**src/rtl/axi_join_n_if.sv**
```systemverilog
`default_nettype none
// ============================================================================
// Module   : axi_join_n_if
// Brief    : Bundle of the N input AXI-Stream channels and the joined output stream.
// Revision : 1.0
// ============================================================================
interface axi_join_n_if #(
  parameter int NUM_CH    = 2,
  parameter int IN_WIDTH  = 32,
  parameter int OUT_WIDTH = 16
);
  logic [NUM_CH*IN_WIDTH-1:0]  i_tdata;
  logic [NUM_CH-1:0]           i_tlast;
  logic [NUM_CH-1:0]           i_tvalid;
  logic [NUM_CH-1:0]           i_tready;
  logic [NUM_CH*OUT_WIDTH-1:0] o_tdata;
  logic                        o_tlast;
  logic                        o_tvalid;
  logic                        o_tready;

  modport slave (
    input  i_tdata, i_tlast, i_tvalid, o_tready,
    output i_tready, o_tdata, o_tlast, o_tvalid
  );

  modport master (
    output i_tdata, i_tlast, i_tvalid, o_tready,
    input  i_tready, o_tdata, o_tlast, o_tvalid
  );
endinterface
`default_nettype wire

```
**src/rtl/axi_join_n.sv**
```systemverilog
`default_nettype none
// ============================================================================
// Module   : axi_join_n
// Brief    : Joins NUM_CH AXI-Stream channels into one beat, MSB slices packed.
// Revision : 1.0
// ============================================================================
module axi_join_n #(
  parameter int NUM_CH    = 2,
  parameter int IN_WIDTH  = 32,
  parameter int OUT_WIDTH = 16,
  parameter int STRICT    = 1
) (
  input  logic               clk,
  input  logic               reset_n,
  input  logic               clear,
  axi_join_n_if.slave        bus,
  output logic [15:0]        err_count,
  output logic               err_stb
);

  localparam int C_OW = NUM_CH * OUT_WIDTH;

  typedef enum logic [0:0] {
    ST_JOIN   = 1'b0,
    ST_RESYNC = 1'b1
  } state_t;

  state_t              r_state;
  state_t              w_state_nxt;
  logic [NUM_CH-1:0]   r_done_mask;
  logic [NUM_CH-1:0]   w_done_mask_nxt;
  logic [NUM_CH-1:0]   w_mask_upd;
  logic [NUM_CH-1:0]   w_ready;
  logic                r_ready_en;

  logic [C_OW-1:0]     w_join_data;
  logic                w_join_last;
  logic                w_mixed;
  logic                w_all_valid;
  logic                w_join_fire;
  logic                w_pop;
  logic                w_unused_lsbs;

  logic                r_head_v;
  logic [C_OW-1:0]     r_head_data;
  logic                r_head_last;
  logic                r_tail_v;
  logic [C_OW-1:0]     r_tail_data;
  logic                r_tail_last;

  logic [15:0]         r_err_count;
  logic                r_err_stb;

  // Channel 0 lands in the most significant slice of the output word.
  for (genvar k = 0; k < NUM_CH; k++) begin : g_pack
    assign w_join_data[(NUM_CH-1-k)*OUT_WIDTH +: OUT_WIDTH] =
      bus.i_tdata[k*IN_WIDTH + (IN_WIDTH-OUT_WIDTH) +: OUT_WIDTH];
  end

  assign w_unused_lsbs = ^bus.i_tdata;
  assign w_all_valid   = &bus.i_tvalid;
  assign w_join_last   = |bus.i_tlast;
  assign w_mixed       = (|bus.i_tlast) && !(&bus.i_tlast);
  assign w_join_fire   = (r_state == ST_JOIN) && r_ready_en && !clear &&
                         w_all_valid && !r_tail_v;
  assign w_pop         = r_head_v && bus.o_tready;

  always_comb begin
    w_state_nxt     = r_state;
    w_done_mask_nxt = r_done_mask;
    w_ready         = '0;
    w_mask_upd      = r_done_mask;
    if (r_ready_en && !clear) begin
      case (r_state)
        ST_JOIN: begin
          w_ready = {NUM_CH{w_join_fire}};
          if (w_join_fire && w_mixed && (STRICT != 0)) begin
            w_state_nxt     = ST_RESYNC;
            w_done_mask_nxt = bus.i_tlast;
          end
        end
        ST_RESYNC: begin
          // Unfinished channels are drained until their own tlast is seen.
          w_ready    = ~r_done_mask;
          w_mask_upd = r_done_mask | (~r_done_mask & bus.i_tvalid & bus.i_tlast);
          if (&w_mask_upd) begin
            w_state_nxt     = ST_JOIN;
            w_done_mask_nxt = '0;
          end else begin
            w_done_mask_nxt = w_mask_upd;
          end
        end
        default: begin
          w_state_nxt     = ST_JOIN;
          w_done_mask_nxt = '0;
        end
      endcase
    end
  end

  always_ff @(posedge clk or negedge reset_n) begin
    if (!reset_n) begin
      r_state     <= ST_JOIN;
      r_done_mask <= '0;
      r_ready_en  <= 1'b0;
    end else begin
      r_ready_en <= 1'b1;
      if (clear) begin
        r_state     <= ST_JOIN;
        r_done_mask <= '0;
      end else begin
        r_state     <= w_state_nxt;
        r_done_mask <= w_done_mask_nxt;
      end
    end
  end

  always_ff @(posedge clk or negedge reset_n) begin
    if (!reset_n) begin
      r_err_count <= 16'd0;
      r_err_stb   <= 1'b0;
    end else if (clear) begin
      r_err_count <= 16'd0;
      r_err_stb   <= 1'b0;
    end else begin
      r_err_stb <= w_join_fire && w_mixed;
      if (w_join_fire && w_mixed && (r_err_count != 16'hFFFF)) begin
        r_err_count <= r_err_count + 16'd1;
      end
    end
  end

  // Two-entry buffer: head feeds the output directly, tail holds the overflow.
  always_ff @(posedge clk or negedge reset_n) begin
    if (!reset_n) begin
      r_head_v    <= 1'b0;
      r_head_data <= '0;
      r_head_last <= 1'b0;
      r_tail_v    <= 1'b0;
      r_tail_data <= '0;
      r_tail_last <= 1'b0;
    end else if (clear) begin
      r_head_v <= 1'b0;
      r_tail_v <= 1'b0;
    end else begin
      case ({w_join_fire, w_pop})
        2'b11: begin
          r_head_data <= w_join_data;
          r_head_last <= w_join_last;
        end
        2'b01: begin
          r_head_v    <= r_tail_v;
          r_head_data <= r_tail_data;
          r_head_last <= r_tail_last;
          r_tail_v    <= 1'b0;
        end
        2'b10: begin
          if (!r_head_v) begin
            r_head_v    <= 1'b1;
            r_head_data <= w_join_data;
            r_head_last <= w_join_last;
          end else begin
            r_tail_v    <= 1'b1;
            r_tail_data <= w_join_data;
            r_tail_last <= w_join_last;
          end
        end
        default: begin
          r_head_v <= r_head_v;
        end
      endcase
    end
  end

  assign bus.i_tready = w_ready;
  assign bus.o_tvalid = r_head_v;
  assign bus.o_tdata  = r_head_data;
  assign bus.o_tlast  = r_head_last;
  assign err_count    = r_err_count;
  assign err_stb      = r_err_stb;

endmodule
`default_nettype wire

```
**src/flat_wrapper.sv**
```systemverilog
// flat-port wrapper written by rule: the top's interface ports become plain ports
module axi_join_n_flat 
#(
  parameter int NUM_CH    = 2,
  parameter int IN_WIDTH  = 32,
  parameter int OUT_WIDTH = 16,
  parameter int STRICT    = 1
)
  (clk, reset_n, clear, err_count, err_stb, bus_i_tdata, bus_i_tlast, bus_i_tvalid, bus_o_tready, bus_i_tready, bus_o_tdata, bus_o_tlast, bus_o_tvalid);
  axi_join_n_if #(.NUM_CH(NUM_CH), .IN_WIDTH(IN_WIDTH), .OUT_WIDTH(OUT_WIDTH)) bus_i ();
  input  logic clk;
  input  logic reset_n;
  input  logic clear;
  output logic [15:0] err_count;
  output logic err_stb;
  input wire logic [$bits(bus_i.i_tdata)-1:0] bus_i_tdata;
  input wire logic [$bits(bus_i.i_tlast)-1:0] bus_i_tlast;
  input wire logic [$bits(bus_i.i_tvalid)-1:0] bus_i_tvalid;
  input wire logic [$bits(bus_i.o_tready)-1:0] bus_o_tready;
  output wire logic [$bits(bus_i.i_tready)-1:0] bus_i_tready;
  output wire logic [$bits(bus_i.o_tdata)-1:0] bus_o_tdata;
  output wire logic [$bits(bus_i.o_tlast)-1:0] bus_o_tlast;
  output wire logic [$bits(bus_i.o_tvalid)-1:0] bus_o_tvalid;
  assign bus_i.i_tdata = bus_i_tdata;
  assign bus_i.i_tlast = bus_i_tlast;
  assign bus_i.i_tvalid = bus_i_tvalid;
  assign bus_i.o_tready = bus_o_tready;
  assign bus_i_tready = bus_i.i_tready;
  assign bus_o_tdata = bus_i.o_tdata;
  assign bus_o_tlast = bus_i.o_tlast;
  assign bus_o_tvalid = bus_i.o_tvalid;
  axi_join_n #(.NUM_CH(NUM_CH), .IN_WIDTH(IN_WIDTH), .OUT_WIDTH(OUT_WIDTH), .STRICT(STRICT)) u_core (.clk(clk), .reset_n(reset_n), .clear(clear), .bus(bus_i), .err_count(err_count), .err_stb(err_stb));
endmodule
```
**config.mk**
```make
export PLATFORM = sky130hd
export DESIGN_NAME = axi_join_n_flat
export DESIGN_NICKNAME = d
export VERILOG_FILES = /design/src/rtl/axi_join_n_if.sv /design/src/rtl/axi_join_n.sv /design/src/flat_wrapper.sv
export SDC_FILE = /design/constraint.sdc
export NUM_CORES = 1
export LEC_CHECK = 0
export BUFFER_PORTS_ARGS = -buffer_cell sky130_fd_sc_hd__buf_2
export CAP_MARGIN = 10
export CORE_ASPECT_RATIO = 0.9
export CORE_MARGIN = 8
export CORE_UTILIZATION = 56
export DETAILED_ROUTE_END_ITERATION = 16
export HOLD_SLACK_MARGIN = 0.02
export PLACE_DENSITY_LB_ADDON = 0.1
export SYNTH_ARGS = -nofsm -noshare
export SYNTH_HDL_FRONTEND = slang
export SYNTH_SLANG_ARGS = --single-unit
```
**constraint.sdc**
```tcl
create_clock -name clk -period 2.8 [get_ports clk]
set_input_delay 0.14 -clock clk [delete_from_list [all_inputs] [get_ports clk]]
set_output_delay 0.14 -clock clk [all_outputs]
set_load 0.02 [all_outputs]
```
==> results of run 1 <==
==> stage by stage <==
stage / utilization (%) / hold slack, ns / area (um2)
detailed placement: 64.4 / 0.156 / 4810
floorplan: - / -0.156 / 4280
global route: 70.8 / 0.0232 / 5290
CTS: 70.8 / 0.0201 / 5290
global placement: 64.4 / 0.155 / 4810
finish: 70.8 / 0.0311 / 5290
==> layout make-up <==
type                    count  area [um2]  share of cell area [%]
clock buffers               9         124                    2.34
clock inverters             7         126                    2.39
inverters                   9        33.8                   0.639
multi-input cells         211        1880                    35.6
flip-flops and latches     89        2230                    42.1
well taps                  96         120                    2.27
repair buffers            126         776                    14.7
==> Yosys cell counts, drive strengths merged (2+ instances only) <==
master	number
or4	6
o21ai	7
nor2b	7
nand3	7
dfrtp	89
and3	3
nor4	8
nand4	6
nand2	10
mux2	103
o31ai	7
mux2i	2
or3	2
inv	9
nand3b	2
ha	2
nor2	8
a21oi	17
buf	17
==> power by group through the flow <==
stage / sequential [mW] / combinational, mW / clock, mW
floorplan: 1.70 / 0.203 / 0
global placement: 1.53 / 0.606 / 0
detailed placement: 1.54 / 0.619 / 0
CTS: 1.51 / 0.645 / 1.11
global route: 1.54 / 0.685 / 1.16
finish: 1.52 / 0.635 / 1.08
==> cells by family (layout without fill, tap and decap cells) <==
family	after synthesis	in the layout	synth area share, %
muxes	105	105	27.5
DFF	89	89	52.0
and+or+nand+nor	63	63	9.32
AOI/OAI and AO/OA	40	40	6.25
buffers and inverters	27	151	4.21
adders and majority gates	2	2	0.584
other	1	1	0.0876
==> worst max path at each step <==
stage / start / end / slack [ns] / cells after the start
floorplan: u_core.r_state / u_core.bus.o_tdata[0] / 0.90 / 7
global placement: u_core.r_ready_en / u_core.err_count[10] / 0.49 / 5
detailed placement: u_core.r_ready_en / u_core.err_count[10] / 0.40 / 5
CTS: u_core.r_ready_en / u_core.err_count[10] / 0.41 / 5
global route: u_core.r_ready_en / u_core.err_count[10] / 0.30 / 5
finish: u_core.r_ready_en / u_core.err_count[10] / 0.42 / 5
==> metal layers <==
| layer | global-route usage [%] | vias to the layer above |
|---|---|---|
| met5 | 0 | - |
| met4 | 5.22 | 0 |
| met3 | 5.87 | 7 |
| met2 | 27.8 | 72 |
| met1 | 21.5 | 1444 |
| li1 | - | 1438 |
==> state kept, by name (all words and copies together), names as in the netlist <==
name                 cells
u_core.r_tail_data      32
u_core.r_tail_last       1
u_core.err_stb           1
u_core.bus.o_tdata      32
u_core.r_tail_v          1
u_core.bus.o_tlast       1
u_core.r_done_mask       2
u_core.err_count        16
u_core.r_ready_en        1
u_core.r_state           1
u_core.bus.o_tvalid      1
==> cells in the final DEF, fill, tap and decap left out, drive strengths merged, types with 2 or more instances in the layout <==
| cell type | instances |
|---|---|
| mux2 | 103 |
| buf | 103 |
| dfrtp | 89 |
| dlygate4sd3 | 23 |
| a21oi | 17 |
| inv | 11 |
| nand2 | 10 |
| clkbuf | 9 |
| nor2 | 8 |
| nor4 | 8 |
| nor2b | 7 |
| o21ai | 7 |
| o31ai | 7 |
| nand3 | 7 |
| or4 | 6 |
| nand4 | 6 |
| and3 | 3 |
| bufinv | 3 |
| nand3b | 2 |
| or3 | 2 |
| mux2i | 2 |
| ha | 2 |
==> run_results.csv, run 1 <==
group,metric,value,unit
synth,count_of_flip_flops_with_a_built_in_enable_after_synthesis,0,
setup_path,setup.worst_path.start_class,"flip-flop",
synth,synth_top_cell_by_area,"sky130_fd_sc_hd__dfrtp_1",
setup_path,r2r-end,"u_core.err_count[10]",
layout,area.growth.synth_to_final,23.5,%
die,floorplan.die_area,0.0107,mm2
setup_path,path_cells,"nor2b_1, buf_4, nand3_4, nor4_1, mux2_2",
clock_tree,ctsHtreeMaxLevel,3,
sta,fin_crit_sh,85.0,%
layout,drive_gt1_share,51.0,%
layout,fin_nets,520,
synth,synth.net_count,401,
min_path,min_delay_worst_endpoint,"u_core.r_tail_data[12]",
setup_path,max_stage_delay,0.65,ns
setup_path,cp_top_family,"simple AND/OR/NAND/NOR gates",
die,die_width,108,um
setup_path,crit_arrival,2.63,ns
global_routing,grt_pass1_vias,3192,
min_path,timing.hold.worst_path_depth,2,
synth,ys.warnings.count,0,
placed_design,place_congestion,0.801,
run,max_cap_viols,0,
synth,top_cell_type_s_share_of_synthesized_area,52.0,%
clock_tree,cts_buffers,9,
synth,yosysSeqAreaShare,52.0,%
global_routing,grt_max_degree,44,
synth,synth.avg_cell_area,13.1,um2
clock_tree,clock_slew_seen_by_the_registers_of_the_worst_setup_and_hold_paths,0.09,ns
sta,achievable-frequency,420,MHz
synth,async_reset_ff_share,100,%
route,dr_wl_met2,4.28,mm
setup_path,slowest_stage_cell_cp,"sky130_fd_sc_hd__nor2b_1",
setup_path,critPathRequiredTime,3.05,ns
power,combPwrFrac,19.7,%
die,design.portCount,125,
route,detail_route.drc_violations,0,
clock_tree,number_of_clock_sinks_seen_by_cts,89,
clock_tree,worst_skew_pair.late_latency,0.36,ns
die,num_rows,30,
sta,endpoints_failing_setup,0,
placed_design,hpwl,6.26,mm
power,power.switching_fraction,28.1,%
route,detailed_router_iteration_count_before_antenna_repair,4,
route,wl_met3,615,um
synth,postSynthRegisterBits,89,
synth,synth.distinct_cells,43,
route,wirelength,9.02,mm
layout,final_cells,547,
min_path,classification_of_the_worst_slack_hold_path,"in -> reg",
layout,fillerInstances,557,
synth,synthesis.area,0.00428,mm2
power,irDropWorstVdd,0.000430,V
sta,post-route-worst-setup-slack,0.419,ns
setup_path,timing.critical_path.fanout_max,17,
power,power.share.clock,33.3,%
setup_path,reg2reg_from,"u_core.r_ready_en",
status,outcome,"finished, final reports clean",
layout,diodes,0,
sta,slew_violations,0,
power,post-layout-total-power,3.23,mW
route,num_vias,2961,
placed_design,pre_cts_ws,0.405,ns
route,route.top_layer_used,"met4",
placed_design,post-place-cells,508,
synth,synth-main-ff-cell,"sky130_fd_sc_hd__dfrtp_1",
global_routing,grt_pass1_wl,15.1,mm
sta,rsz_0062_raised_after_global_routing,"false",
sta,setup_total_negative_slack,0,ns
placed_design,count_of_buffers_from_port_buffering,92,
sta,fin_worst_skew,0.00596,ns
clock_tree,cts_buffer_depth,2,
sta,final_critical_delay_including_setup_and_external_delays,2.38,ns
setup_path,critical_path.endpoint_type,"flip-flop",
clock_tree,cts-hold-fix-buffers,23,
setup_path,critPathBufInv,1,
power,cellLeakagePower,2.53,nW
clock_tree,cts_root_buffer,"sky130_fd_sc_hd__clkbuf_8",
die,initial_core_utilization,57.3,%
die,chipHeight,99.0,um
clock_tree,tritoncts_clock_tree,"done",
clock_tree,cts_resized,0,
power,internal_power,2.32,mW
global_routing,groute.usage.overall,17.4,%
sta,hold_viol,0,
route,wire_per_inst,16.5,um
sta,worst_slew_pin_slew,0.778,ns
route,routed_via_density,5.41,
setup_path,rr_worst_depth,5,
setup_path,criticalPathCategory,"reg -> reg",
min_path,min-delay-start,"bus_i_tdata[60]",
route,wl_met1,4.03,mm
route,drt_iter0_drc,70,
die,core_area,0.00747,mm2
power,p_sw,0.906,mW
power,power_density,610,mW/mm2
setup_path,regToRegSetupSlack,0.42,ns
synth,synthesis.instances,327,
global_routing,number_of_antenna_violations_at_the_first_check_in_global_routing,0,
synth,synth_area_leaders,"sky130_fd_sc_hd__dfrtp_1 (52%), sky130_fd_sc_hd__mux2_2 (27%), sky130_fd_sc_hd__buf_6 (2.4%)",
route,antenna_violating_nets_post_route,0,
sta,maxSlewHeadroom,48.0,%
global_routing,overflow,0,
clock_tree,post-cts-setup-buffer-count,0,
power,seqPwrFrac,47.0,%
(Power assumes the default switching activity.)
==> inputs of run 2 (changes only) <==
Settings changed: CORE_ASPECT_RATIO 0.9 to 2.
==> run 2 against run 1 <==
  * Clock skew down 0.00093 ns
  * Final area down 3.9%
  * Combinational power down 3.6%
  * Hold slack worse by 0.026 ns
  * Largest power group unchanged
==> run_results.csv, run 2 (same netlist as run 1, synthesis figures left out) <==
group,metric,value,unit
route,routed_via_density,5.68,
global_routing,groute.usage.overall,16.6,%
layout,leading_cell_type_in_the_layout_fill_and_taps_excluded,"sky130_fd_sc_hd__mux2_2",
global_routing,grt_max_degree,90,
layout,drive_gt1_share,52.7,%
placed_design,count_of_buffers_from_port_buffering,92,
placed_design,hpwl,6.03,mm
sta,hold_viol,0,
clock_tree,cts_buffers,9,
clock_tree,worst_skew_pair.late_latency,0.33,ns
die,initial_core_utilization,57.2,%
sta,worst_slew_pin_slew,1.09,ns
route,detailed_router_iteration_count_before_antenna_repair,4,
route,num_vias,2936,
global_routing,number_of_antenna_violations_at_the_first_check_in_global_routing,0,
global_routing,overflow,0,
clock_tree,cts-hold-fix-buffers,0,
setup_path,criticalPathCategory,"reg -> reg",
sta,rsz_0062_raised_after_global_routing,"false",
route,drt_iter0_drc,115,
layout,diodes,0,
setup_path,rr_worst_depth,4,
sta,slew_violations,0,
setup_path,timing.critical_path.fanout_max,17,
setup_path,critical_path.endpoint_type,"flip-flop",
setup_path,crit_arrival,2.55,ns
sta,fin_crit_sh,83.1,%
power,combPwrFrac,18.7,%
sta,final_critical_delay_including_setup_and_external_delays,2.33,ns
clock_tree,cts_root_buffer,"sky130_fd_sc_hd__clkbuf_16",
global_routing,grt_pass1_vias,3081,
layout,layout_common_cells,"sky130_fd_sc_hd__mux2_2 (102), sky130_fd_sc_hd__buf_2 (91), sky130_fd_sc_hd__dfrtp_1 (89), sky130_fd_sc_hd__a21oi_1 (15), sky130_fd_sc_hd__nand2_1 (10)",
placed_design,place_congestion,0.781,
setup_path,critical_path.startpoint,"u_core.r_state",
clock_tree,post-cts-setup-buffer-count,0,
power,p_sw,0.892,mW
power,cellLeakagePower,2.44,nW
power,seqPwrFrac,46.3,%
sta,setup_total_negative_slack,0,ns
run,max_cap_viols,0,
die,design.portCount,125,
setup_path,r2r-end,"u_core.err_count[13]",
clock_tree,ctsHtreeMaxLevel,3,
min_path,classification_of_the_worst_slack_hold_path,"in -> async",
power,power.switching_fraction,27.2,%
sta,achievable-frequency,430,MHz
setup_path,regToRegSetupSlack,0.47,ns
clock_tree,clock_slew_seen_by_the_registers_of_the_worst_setup_and_hold_paths,0.06,ns
global_routing,grt_pass1_wl,14.7,mm
power,post-layout-total-power,3.28,mW
sta,maxSlewHeadroom,27.5,%
die,chipHeight,140,um
status,outcome,"finished, final reports clean",
route,wirelength,8.83,mm
die,floorplan.die_area,0.0109,mm2
die,die_width,77.8,um
route,antenna_violating_nets_post_route,0,
power,power_density,645,mW/mm2
die,num_rows,45,
layout,fin_nets,492,
setup_path,reg2reg_from,"u_core.r_state",
die,core_area,0.00749,mm2
sta,endpoints_failing_setup,0,
setup_path,critPathRequiredTime,3.02,ns
power,power.share.clock,35.1,%
route,wire_per_inst,17.1,um
route,detail_route.drc_violations,0,
clock_tree,number_of_clock_sinks_seen_by_cts,89,
clock_tree,cts_resized,0,
clock_tree,tritoncts_clock_tree,"done",
power,internal_power,2.39,mW
layout,area.growth.synth_to_final,18.7,%
power,irDropWorstVdd,0.000437,V
sta,fin_worst_skew,0.00503,ns
setup_path,setup.worst_path.start_class,"flip-flop",
clock_tree,cts_buffer_depth,2,
-- run 2: metal layers --
layer  vias up  track usage [%]  wire length (um)
met5         -                0                 0
met4         0             6.81               118
met3         9             5.68               554
met2        79             26.2              4330
met1      1463             19.9              3830
li1       1385                -                 -
-- run 2: per-stage QoR --
stage | worst slack [ns] | utilization (%) | area [um2] | hold slack, ns | std cells
global route | 0.375 | 67.9 | 5080 | 0.0362 | 517
global placement | 0.579 | 64.0 | 4790 | 0.368 | 501
finish | 0.472 | 67.9 | 5080 | 0.00539 | 517
floorplan | 0.904 | - | 4280 | -0.156 | 327
detailed placement | 0.521 | 64.0 | 4790 | 0.387 | 501
CTS | 0.509 | 67.9 | 5080 | 0.0257 | 517
-- run 2: area by class of cell --
cell class	count	area, um2
Fill cell	564	2410
Tap cell	94	118
Inverter	9	33.8
Sequential cell	89	2230
Clock buffer	11	233
Timing Repair Buffer	98	533
Clock inverter	5	56.3
Multi-Input combinational cell	211	1880
-- run 2: how the worst max path moves through the flow --
stage                            endpoint  cells past startpoint
finish               u_core.err_count[13]                      4
global route         u_core.err_count[13]                      4
CTS                  u_core.err_count[13]                      4
detailed placement   u_core.err_count[13]                      4
global placement     u_core.err_count[13]                      4
floorplan           u_core.bus.o_tdata[0]                      7
-- run 2: critical path: stages, from the launching register on --
cell	delay [ns]
sky130_fd_sc_hd__dfrtp_1	0.46
sky130_fd_sc_hd__and4bb_1	0.67
sky130_fd_sc_hd__nand3_4	0.26
sky130_fd_sc_hd__nor4_1	0.45
sky130_fd_sc_hd__mux2_2	0.38
-- run 2: power groups by stage --
stage               Combinational, mW  Clock, mW  Sequential [mW]
global route                    0.658       1.24             1.53
global placement                0.607          0             1.53
CTS                             0.624       1.19             1.52
floorplan                       0.203          0             1.70
finish                          0.612       1.15             1.52
detailed placement              0.621          0             1.54
==> inputs of run 3 (changes only) <==
Settings changed: CORE_UTILIZATION 56 to 47.
Clock period 2.8 ns to 1.95 ns, I/O delays scaled along.
==> run 3 against run 2 <==
  * Flip-flop and latch count did not move
  * Setup slack got worse by 0.41 ns
  * Sequential power rose by 43%
  * Global-route usage fell by 0.47 points
  * Largest cell class unchanged
  * Critical endpoint is now u_core.bus.o_tdata[18]
  * Final area rose by 14%
  * Clock-buffer cell count did not move
  * Maximum frequency rose by 23%
  * Clock skew rose by 0.0042 ns
==> run_results.csv, run 3 (same netlist as run 1, synthesis figures left out) <==
group,metric,value,unit
route,wire_per_inst,17.5,um
route,detail_route.drc_violations,0,
global_routing,grt_pass1_wl,16.4,mm
die,num_rows,49,
setup_path,crit_arrival,2.10,ns
sta,achievable-frequency,529,MHz
layout,fillerInstances,726,
setup_path,criticalPathCategory,"reg -> reg",
sta,post-route-worst-setup-slack,0.0603,ns
die,die_width,83.5,um
route,antenna_violating_nets_post_route,0,
placed_design,count_of_buffers_from_port_buffering,92,
sta,final_critical_delay_including_setup_and_external_delays,1.89,ns
power,power_density,858,mW/mm2
layout,fin_nets,549,
setup_path,timing.critical_path.fanout_max,10,
placed_design,pre_cts_ws,-0.0303,ns
clock_tree,ctsHtreeMaxLevel,3,
layout,layout_common_cells,"sky130_fd_sc_hd__mux2_2 (102), sky130_fd_sc_hd__buf_2 (91), sky130_fd_sc_hd__dfrtp_1 (89), sky130_fd_sc_hd__dlygate4sd3_1 (33), sky130_fd_sc_hd__buf_4 (21)",
die,core_area,0.00895,mm2
setup_path,slowest_stage_cell_cp,"sky130_fd_sc_hd__dfrtp_1",
sta,endpoints_failing_setup,0,
clock_tree,cts_buffers,9,
layout,multi_input_comb_area,0.00192,mm2
route,num_vias,3148,
layout,area.growth.synth_to_final,34.8,%
placed_design,hpwl,6.87,mm
power,internal_power,3.63,mW
die,chipHeight,151,um
sta,fin_crit_sh,96.9,%
global_routing,groute.usage.overall,16.1,%
die,initial_core_utilization,47.8,%
power,p_sw,1.33,mW
sta,maxSlewHeadroom,54.5,%
die,design.portCount,125,
sta,hold_viol,0,
clock_tree,cts_buffer_depth,2,
sta,worst_slew_pin_slew,0.682,ns
power,power.share.clock,36.8,%
setup_path,path_cells,"and4bb_1, buf_12, a21oi_4, buf_12, clkbuf_16, mux2_2, mux2_2",
global_routing,grt_pass1_vias,3343,
layout,diodes,0,
layout,register_area,0.00223,mm2
min_path,classification_of_the_worst_slack_hold_path,"in -> reg",
global_routing,number_of_antenna_violations_at_the_first_check_in_global_routing,0,
clock_tree,clock_slew_seen_by_the_registers_of_the_worst_setup_and_hold_paths,0.06,ns
clock_tree,worst_skew_pair.late_latency,0.33,ns
route,routed_via_density,5.41,
setup_path,critPathRequiredTime,2.16,ns
layout,leading_cell_type_in_the_layout_fill_and_taps_excluded,"sky130_fd_sc_hd__mux2_2",
sta,fin_worst_skew,0.00927,ns
power,irDropWorstVdd,0.000510,V
power,seqPwrFrac,43.8,%
clock_tree,cts_root_buffer,"sky130_fd_sc_hd__clkbuf_16",
clock_tree,number_of_clock_sinks_seen_by_cts,89,
global_routing,grt_max_degree,50,
route,drt_iter0_drc,103,
route,detailed_router_iteration_count_before_antenna_repair,4,
run,max_cap_viols,0,
power,cellLeakagePower,2.76,nW
setup_path,cp_top_family,"multiplexers",
layout,drive_gt1_share,52.5,%
route,wirelength,10.2,mm
global_routing,overflow,0,
sta,slew_violations,0,
die,floorplan.die_area,0.0126,mm2
power,power.switching_fraction,26.8,%
sta,rsz_0062_raised_after_global_routing,"true",
status,outcome,"finished, final reports clean",
setup_path,max_stage_delay,0.37,ns
setup_path,setup.worst_path.start_class,"flip-flop",
setup_path,critical_path.endpoint_type,"flip-flop",
setup_path,critPathBufInv,3,
placed_design,place_congestion,0.849,
power,combPwrFrac,19.5,%
power,post-layout-total-power,4.96,mW
clock_tree,tritoncts_clock_tree,"done",
-- run 3: cell count changes in the layout (fill, tap and decap cells not counted), moves of 2 or more --
| cell | change |
|---|---|
| sky130_fd_sc_hd__clkbuf_16 | +2 |
| sky130_fd_sc_hd__nor4_1 | -4 |
| sky130_fd_sc_hd__nor4_2 | +3 |
| sky130_fd_sc_hd__buf_12 | +6 |
| sky130_fd_sc_hd__dlygate4sd3_1 | +33 |
| sky130_fd_sc_hd__buf_4 | +16 |
-- run 3: timing repair --
item / 4_1_cts / 5_1_grt
pin swaps: 0 / 3
gates cloned: 0 / 2
resized for setup: 1 / 6
setup endpoints to repair: 7 / 34
hold endpoints to repair: 78 / 0
hold buffers: 33 / 0
setup buffers: 0 / 2
-- run 3: metrics by stage --
step                hold WS (ns)  setup TNS (ns)  util [%]  std cells  cell area (um2)
floorplan                 -0.198               0         -        327             4280
global placement           0.162         -0.0235      56.0        529             5020
detailed placement         0.175         -0.0477      56.0        529             5020
CTS                       0.0213               0      63.2        578             5660
global route              0.0279         -0.0197      64.5        582             5770
finish                    0.0312               0      64.5        582             5770
-- run 3: power by group through the flow --
stage / Sequential, mW / Combinational (mW) / Clock [mW]
2_1_floorplan: 2.45 / 0.292 / 0
3_3_place_gp: 2.19 / 0.907 / 0
3_5_place_dp: 2.20 / 0.923 / 0
4_1_cts: 2.17 / 0.979 / 1.87
5_1_grt: 2.20 / 1.04 / 1.95
6_report: 2.17 / 0.964 / 1.82
-- run 3: area by class of cell --
cell class	instances	share of cell area [%]
Clock buffer	11	4.03
Clock inverter	5	1.37
Inverter	9	0.585
Multi-Input combinational cell	211	33.3
Sequential cell	89	38.6
Tap cell	102	2.21
Timing Repair Buffer	155	20.0
-- run 3: path summary, 6_finish.rpt --
check / slack [ns] / start / cells after the start / to
max: 0.06 / u_core.r_tail_v / 7 / u_core.bus.o_tdata[18]
min: 0.03 / bus_i_tdata[29] / 2 / u_core.r_tail_data[29]
max reg2reg: 0.06 / u_core.r_tail_v / 7 / u_core.bus.o_tdata[18]
min reg2reg: 0.49 / u_core.r_tail_last / 2 / u_core.r_tail_last
max in group asynchronous: 0.98 / reset_n / 3 / u_core.err_count[6]
min in group asynchronous: 0.34 / reset_n / 2 / u_core.r_tail_data[8]
-- run 3: routing by layer --
| layer | wire (um) | track usage (%) |
|---|---|---|
| met1 | 4060 | 17.4 |
| met2 | 5590 | 29.1 |
| met3 | 399 | 3.72 |
| met4 | 169 | 7.30 |
| met5 | 0 | 0 |
